--- src/rtl/cart_mem_arbiter.sv ---
// Shares the cartridge ROM memory port between the ROM loader and two cartridge slots,
// with loader back-pressure, per-slot CPU wait and a one-entry read cache per slot.
module cart_mem_arbiter #(
   parameter int AW      = 25,
   parameter int TIMEOUT = 64
) (
   input  logic          clk,
   input  logic          reset,
   input  logic          ld_wr,
   input  logic [AW-1:0] ld_addr,
   input  logic [7:0]    ld_data,
   output logic          ld_wait,
   input  logic          a_rd,
   input  logic [AW-1:0] a_addr,
   output logic [7:0]    a_data,
   output logic          a_wait,
   input  logic          b_rd,
   input  logic [AW-1:0] b_addr,
   output logic [7:0]    b_data,
   output logic          b_wait,
   input  logic          flush,
   output logic [AW-1:0] mem_addr,
   output logic [7:0]    mem_din,
   output logic          mem_we,
   output logic          mem_rd,
   input  logic [7:0]    mem_dout,
   input  logic          mem_ack,
   output logic          timeout_err
);

   localparam int CW = $clog2(TIMEOUT + 1);

   typedef enum logic [1:0] {IDLE, ISSUE, WAIT} state_t;
   typedef enum logic [1:0] {OWN_LD, OWN_A, OWN_B} owner_t;

   state_t          state, next_state;
   owner_t          owner, grant_owner;
   logic            grant;
   logic            ld_pend;
   logic [AW-1:0]   ld_pend_addr;
   logic [7:0]      ld_pend_data;
   logic            a_valid, b_valid;
   logic [AW-1:0]   a_tag, b_tag;
   logic [7:0]      a_byte, b_byte;
   logic            rr_b;
   logic [CW-1:0]   wait_cnt;

   logic            a_hit, b_hit, a_miss, b_miss;
   logic            ld_req;
   logic [AW-1:0]   ld_req_addr;
   logic [7:0]      ld_req_data;
   logic            done_ack, done_tmo, done;
   logic [7:0]      rd_byte;
   logic            ld_hits_a, ld_hits_b;

   assign a_hit  = a_valid && (a_tag == a_addr);
   assign b_hit  = b_valid && (b_tag == b_addr);
   assign a_miss = a_rd && !a_hit;
   assign b_miss = b_rd && !b_hit;
   assign a_wait = a_miss;
   assign b_wait = b_miss;
   assign a_data = a_byte;
   assign b_data = b_byte;
   assign ld_wait = ld_pend;

   // A write strobe in the same cycle competes immediately so the loader never loses to a slot
   assign ld_req      = ld_pend || ld_wr;
   assign ld_req_addr = ld_pend ? ld_pend_addr : ld_addr;
   assign ld_req_data = ld_pend ? ld_pend_data : ld_data;

   assign done_ack = (state == WAIT) && mem_ack;
   assign done_tmo = (state == WAIT) && !mem_ack && (wait_cnt == CW'(TIMEOUT - 1));
   assign done     = done_ack || done_tmo;
   assign rd_byte  = done_ack ? mem_dout : 8'hFF;

   assign ld_hits_a = grant && (grant_owner == OWN_LD) && a_valid && (a_tag == ld_req_addr);
   assign ld_hits_b = grant && (grant_owner == OWN_LD) && b_valid && (b_tag == ld_req_addr);

   assign mem_we = (state == ISSUE) && (owner == OWN_LD);
   assign mem_rd = (state == ISSUE) && (owner != OWN_LD);

   always_ff @(posedge clk or posedge reset) begin
      if (reset) state <= IDLE;
      else       state <= next_state;
   end

   // Loader first, then round-robin between missing slots; a lone miss wins regardless of pointer
   always_comb begin
      next_state  = state;
      grant       = 1'b0;
      grant_owner = OWN_LD;
      case (state)
         IDLE: begin
            if (ld_req) begin
               grant = 1'b1;
            end else if (a_miss && (!b_miss || !rr_b)) begin
               grant       = 1'b1;
               grant_owner = OWN_A;
            end else if (b_miss) begin
               grant       = 1'b1;
               grant_owner = OWN_B;
            end
            if (grant) next_state = ISSUE;
         end
         ISSUE:   next_state = WAIT;
         WAIT:    if (done) next_state = IDLE;
         default: next_state = IDLE;
      endcase
   end

   always_ff @(posedge clk or posedge reset) begin
      if (reset) begin
         ld_pend      <= 1'b0;
         ld_pend_addr <= '0;
         ld_pend_data <= '0;
         a_valid      <= 1'b0;
         b_valid      <= 1'b0;
         a_tag        <= '0;
         b_tag        <= '0;
         a_byte       <= 8'hFF;
         b_byte       <= 8'hFF;
         rr_b         <= 1'b0;
         owner        <= OWN_LD;
         mem_addr     <= '0;
         mem_din      <= '0;
         wait_cnt     <= '0;
         timeout_err  <= 1'b0;
      end else begin
         if (done && owner == OWN_LD) begin
            ld_pend <= 1'b0;
         end else if (ld_wr && !ld_pend) begin
            ld_pend      <= 1'b1;
            ld_pend_addr <= ld_addr;
            ld_pend_data <= ld_data;
         end

         if (grant) begin
            owner <= grant_owner;
            case (grant_owner)
               OWN_A: begin
                  mem_addr <= a_addr;
                  rr_b     <= 1'b1;
               end
               OWN_B: begin
                  mem_addr <= b_addr;
                  rr_b     <= 1'b0;
               end
               default: begin
                  mem_addr <= ld_req_addr;
                  mem_din  <= ld_req_data;
               end
            endcase
         end

         if (state == ISSUE)              wait_cnt <= '0;
         else if (state == WAIT && !done) wait_cnt <= wait_cnt + 1'b1;
         if (done_tmo) timeout_err <= 1'b1;

         // Flush beats a simultaneous fill so the slot re-requests fresh data
         if (done && owner == OWN_A) begin
            a_tag  <= mem_addr;
            a_byte <= rd_byte;
         end
         if (flush || ld_hits_a)          a_valid <= 1'b0;
         else if (done && owner == OWN_A) a_valid <= 1'b1;

         if (done && owner == OWN_B) begin
            b_tag  <= mem_addr;
            b_byte <= rd_byte;
         end
         if (flush || ld_hits_b)          b_valid <= 1'b0;
         else if (done && owner == OWN_B) b_valid <= 1'b1;
      end
   end

endmodule

--- config.mk ---
export PLATFORM = sky130hd
export DESIGN_NAME = cart_mem_arbiter
export DESIGN_NICKNAME = d
export VERILOG_FILES = /design/src/rtl/cart_mem_arbiter.sv
export SDC_FILE = /design/constraint.sdc
export NUM_CORES = 1
export LEC_CHECK = 0
export BUFFER_PORTS_ARGS = -buffer_cell sky130_fd_sc_hd__buf_2
export CAP_MARGIN = 30
export CELL_PAD_IN_SITES_DETAIL_PLACEMENT = 1
export CELL_PAD_IN_SITES_GLOBAL_PLACEMENT = 1
export CORE_ASPECT_RATIO = 0.75
export CORE_UTILIZATION = 45
export DETAILED_ROUTE_END_ITERATION = 7
export PLACE_DENSITY_LB_ADDON = 0.1
export SLEW_MARGIN = 20
export SYNTH_ARGS = -nofsm -noshare
export SYNTH_HDL_FRONTEND = slang
export SYNTH_SLANG_ARGS = --single-unit
--- constraint.sdc ---
create_clock -name clk -period 8.3 [get_ports clk]
set_clock_uncertainty 0.1 [all_clocks]
set_input_delay 1.245 -clock clk [delete_from_list [all_inputs] [get_ports clk]]
set_output_delay 1.245 -clock clk [all_outputs]
set_load 0.01 [all_outputs]
-- Yosys cells after proc, flatten, opt, wreduce, memory -nomap -nowiden
Index checks and enable logic that the tools add are counted.
- logic and storage cells: 103
- output and inout port bits: 55
- register bits after elaboration: 148
- bits of input ports: 98
- reductions and logical operators: 46
- $add $sub $neg: 1
- bitwise operators: 2
- eq/ne operators: 13
- muxes and demuxes: 25
- operator list (cell ; number):
    == test 25 bit ; 4
    case mux 25 bit (2 select lines) ; 1
    two-way mux 25 bit ; 1
    logical AND 1 bit ; 20
    two-way mux 8 bit ; 2
    two-way mux 7 bit ; 2
    two-way mux 2 bit ; 6
    nonzero test 2 bit ; 6
    two-way mux 1 bit ; 11
    AND reduction 2 bit ; 4
    adder 7 x 1 -> 7 bit, second input constant ; 1
    == test 7 x 6 -> 1 bit, second input constant ; 1
    logical NOT 1 bit ; 7
    == test 2 x 1 -> 1 bit, second input constant ; 3
    == test 2 bit, second input constant ; 3
    logical NOT 2 bit ; 3
    case mux 2 bit (3 select lines) ; 1
    logical OR 1 bit ; 5
    != test 2 bit, second input constant ; 2
    inverter 1 bit ; 2
    case mux 1 bit (2 select lines) ; 1
    OR reduction 2 bit ; 1

-- Depth between registers and ports, before layout
- word-level depth: 16
- mapped depth: 12
- depth with buffers taken out: 11

-- Worst setup path after synthesis
No wires, ideal clock.
- path kind: input-to-reg
- from: input port a_addr[19]
- to: register mem_addr[0]
- data arrival time: 3825 ps
- cell stages on the path: 11
- data required time: 8075 ps
- slack: 4250 ps
- buffers on the path: 1
- setup time: 125 ps
- path through: xnor2_1 > nand4_1 > or4_4 > o41ai_4 > o2111ai_1 > ha_1 > clkinv_1 > clkbuf_1 > a221oi_1 > a21oi_1 > mux2_4
- longest elaborated chain between the ends: 10
- elaborated cells between the ends (all ways): 15
- those cells by class: 3 x eq/ne; 8 x mux; 4 x reduce/logical
- ends and longest elaborated chain (item ; line ; text):
    start: declaration ; 14 ; input logic [AW-1:0] a_addr,
    == test 25 bit * ; 56 ; assign a_hit = a_valid && (a_tag == a_addr);
    logical AND 1 bit * ; 56 ;
    logical NOT 1 bit * ; 58 ; assign a_miss = a_rd && !a_hit;
    logical AND 1 bit * ; 58 ;
    logical AND 1 bit * ; 96 ; end else if (a_miss && (!b_miss || !rr_b)) begin
    two-way mux 2 bit ; 96 ;
    two-way mux 2 bit ; 94 ; if (ld_req) begin
    two-way mux 2 bit ; 92 ; case (state)
    == test 2 bit / == test 2 x 1 -> 1 bit (equally long branches) ; 139 ; case (grant_owner)
    case mux 25 bit (2 select lines) ; 139 ;
    end signal: assignment ; 141 ; mem_addr <= a_addr;
    end signal: assignment ; 145 ; mem_addr <= b_addr;
    end signal: assignment ; 149 ; mem_addr <= ld_req_addr;
    end: declaration ; 22 ; output logic [AW-1:0] mem_addr,
Every way passes the cells marked *; elsewhere a longest branch is shown, timed or not. The select of a mux whose other input is x is not followed.
A chain may end at the register's enable or synchronous reset.

-- Worst setup path after layout
- from: input port a_addr[3]
- to: register mem_addr[12]
Same word-level chain as after synthesis.

==> flow_summary_export.csv <==
group,metric,value,unit
run_status,status,"finished with violations",
run_status,violations,"DRC",
synthesis,syn_nets,711,
cts,htreeDepth,4,
synthesis,async_flop_share,100.0,%
sta,whs,0.3934,ns
power_and_ir_drop,ir_drop,0.1539,mV
layout,area_growth,20.05,%
cts,clock_path_buffers,2,
run,maxCapViolCount,0,
synthesis,ys_warn_count,0,
die,start_util,47.02,%
power_and_ir_drop,total_leakage_power,4.203,nW
cts,root_buffer,"clkbuf_16",
cts,cts_tree,"done",
drt,first_pass_iters,6,
layout,final_cell_mix,"buf_2 (152), dfrtp_1 (131), mux2_2 (107)",
synthesis,yosys-top-cells-area,"dfrtp_1 (43%), mux2_2 (16%), xnor2_1 (8.9%)",
critical_path,startpoint_type,"input port",
sta,final.setup.tns,0,ns
critical_path,path_class,"input port to flop",
cts,worstSkewPairLatency,0.43,ns
global_routing,grt_pass1_wl,35810,microns
die,num_io_pins,153,
global_routing,overflow,0,
global_routing,antenna_found_initial,0,
cts,post_cts_buffers,0,
layout,drive_above_1_share,44.29,%
drt,routed-via-count,5702,
place,port_buffers,152,
critical_path,rrSetupSlack,3.78,ns
critical_path,critPathMaxFanout,29,
synthesis,synth.largest_area_cell,"dfrtp_1",
sta,hold_viol_final,0,
synthesis,ys_seq_area_share,48.54,%
sta,rsz0062_at_grt,"false",
cts,cts_made_buffers,17,
cts,clk_pin_slew,0.06,ns
min_path,min_path_type,"flop to flop",
die,die_w,152.8,microns
sta,tightest_slew,0.7589,ns
sta,period_share,60.49,%
layout,layout.cells.non_filler,980,
die,die_y,115.1,microns
synthesis,syn-instance-count,609,
drt,drc,9,
critical_path,timing.critical_path.cells,"buf_2 > xnor2_1 > nand4_1 > or4_4 > o41ai_4 > o2111ai_1 > ha_1 > clkinv_1 > buf_4 > a221oi_1 > a21oi_1 > mux2_4",
synthesis,ys_ff_latch,148,
drt,drt_wl_total,23050,microns
layout,final_nets,859,
global_routing,grt_max_degree,77,
synthesis,synth-edff-count,0,
layout,diodes,0,
critical_path,r2r_start,"a_tag[3]",
sta,fmax,199.2,MHz
sta,relSlewSlack,47.96,%
place,hpwl,16840,microns
synthesis,synth_top_cell_area_share,43.06,%
synthesis,synth_cell_type_count,48,
critical_path,crit_path_start,"a_addr[3]",
layout,n_fill_cell,1702,
sta,min_period,5.021,ns
critical_path,r2r-end,"mem_addr[12]",
place,post-place-cells,948,
critical_path,arrival,5.23,ns
cts,post_cts_resized,0,
die,dieArea,17580,sq um
die,core,16320,sq um
critical_path,r2r_cells,11,
layout,final_common_cell,"buf_2",
synthesis,syn-cell-area,7671,sq um
global_routing,grt_use_total,27.53,%
sta,finalSetupViolations,0,
drt,ant_nets,0,
synthesis,avgSynthCellArea,12.60,sq um
place,place_congestion,0.8374,
sta,maxSlewViolCount,0,
critical_path,slowest_delay,0.57,ns
min_path,hold_depth,1,
synthesis,synthFlopType,"dfrtp_1",
drt,drt-initial-drc-count,305,
die,rows,40,
min_path,worstHoldStart,"timeout_err",
place,pre_cts_slack,2.941,ns
critical_path,critPathRequiredTime,8.51,ns
critical_path,endpoint_kind,"flop",
layout,finalInstanceArea,9209,sq um
drt,wl_per_cell,23.52,microns
cts,hold_buffers,0,
drt,vias_per_cell,5.818,
critical_path,cpMaxStageDelayCell,"or4_4",
sta,worst_slack,3.279,ns
min_path,hold_end,"timeout_err",
power_and_ir_drop,p_per_area,409.0,nW/um^2
cts,cts.sinks,148,
place,place_area,8641,sq um
global_routing,grt_pass1_vias,6103,
==> worst max-delay path by stage <==
| stage | cells after the start | slack, ns | to |
|---|---|---|---|
| finish | 12 | 3.28 | mem_addr[12] |
| global route | 13 | 3.06 | mem_addr[12] |
| CTS | 12 | 3.33 | mem_addr[6] |
| detailed placement | 12 | 2.94 | mem_addr[12] |
| global placement | 12 | 3.16 | mem_addr[10] |
| floorplan | 1 | 3.00 | a_tag[0] |
==> worst max-delay path, delay by kind of cell <==
| kind | cells | cell delay [ns] |
|---|---|---|
| simple gates | 2 | 0.73 |
| buf+inv | 3 | 1.16 |
| compound gates | 4 | 1.14 |
| xor+xnor | 1 | 0.29 |
| fa+ha+maj | 1 | 0.38 |
| mux | 1 | 0.27 |
==> cells in the mapped netlist (3+ instances only) <==
cell type  count
dfrtp_1      132
mux2_2       107
xnor2_1       78
a21oi_1       26
mux2i_1       26
a221oi_1      25
xor2_1        21
clkbuf_1      20
mux2_4        17
dfstp_2       16
o22a_1        16
nand4_1       15
nand3_1       12
nor4_1        11
inv_1         10
buf_2          7
nand2_1        7
nor2_1         7
o21ai_0        7
ha_1           4
nor3_1         4
or3_1          4
nor2b_1        3
==> sequential cells by signal (all words and copies together) (netlist names), 2 cells and up <==
name and count:
ld_pend_data 8, mem_din 8, owner 2, wait_cnt 7, a_tag 25, a_data 8, ld_pend_addr 25, b_data 8
b_tag 25, state 2, mem_addr 25
==> stage by stage <==
| stage | utilization [%] | total power, W |
|---|---|---|
| detailed placement | 52.96 | 0.003024 |
| finish | 56.44 | 0.003766 |
| floorplan | - | 0.002446 |
| CTS | 56.42 | 0.003778 |
| global route | 56.44 | 0.003965 |
| global placement | 52.94 | 0.002942 |
==> area by class of cell <==
cell class	count	area, sq um	area share [%]
inverter	11	46.29	0.5027
multi-input combinational	419	3786	41.11
clock inverter	13	110.1	1.196
sequential	148	3725	40.45
clock buffer	19	454.2	4.932
tap	210	262.8	2.853
timing repair buffer	160	824.5	8.954
==> layer usage <==
metal  vias to the layer above  share of wire [%]  global-route usage (%)
met5                         -                  0                       0
met4                         0                1.9                   8.687
met3                        35                5.9                   6.295
met2                       181                 45                   42.32
met1                      2951                 47                   38.87
li1                       2535                  -                       -
==> power breakdown <==
group,total (W),switching (W),internal (W)
Sequential,0.00136,0.000281,0.00107
Clock,0.000739,0.000311,0.000427
Combinational,0.00167,0.000854,0.000817
Total,0.00377,0.00145,0.00232
==> cell families (layout without fill, tap and decap cells) <==
family,count (synthesis),in the layout,synth area share (%)
mux,150,150,22.43
flops,148,148,48.54
xor+xnor,99,99,11.30
compound gates,91,91,9.069
simple gates,75,75,5.644
buf+inv,42,203,2.365
fa+ha+maj,4,4,0.6524
No activity file was read; power rests on OpenSTA's default activity.
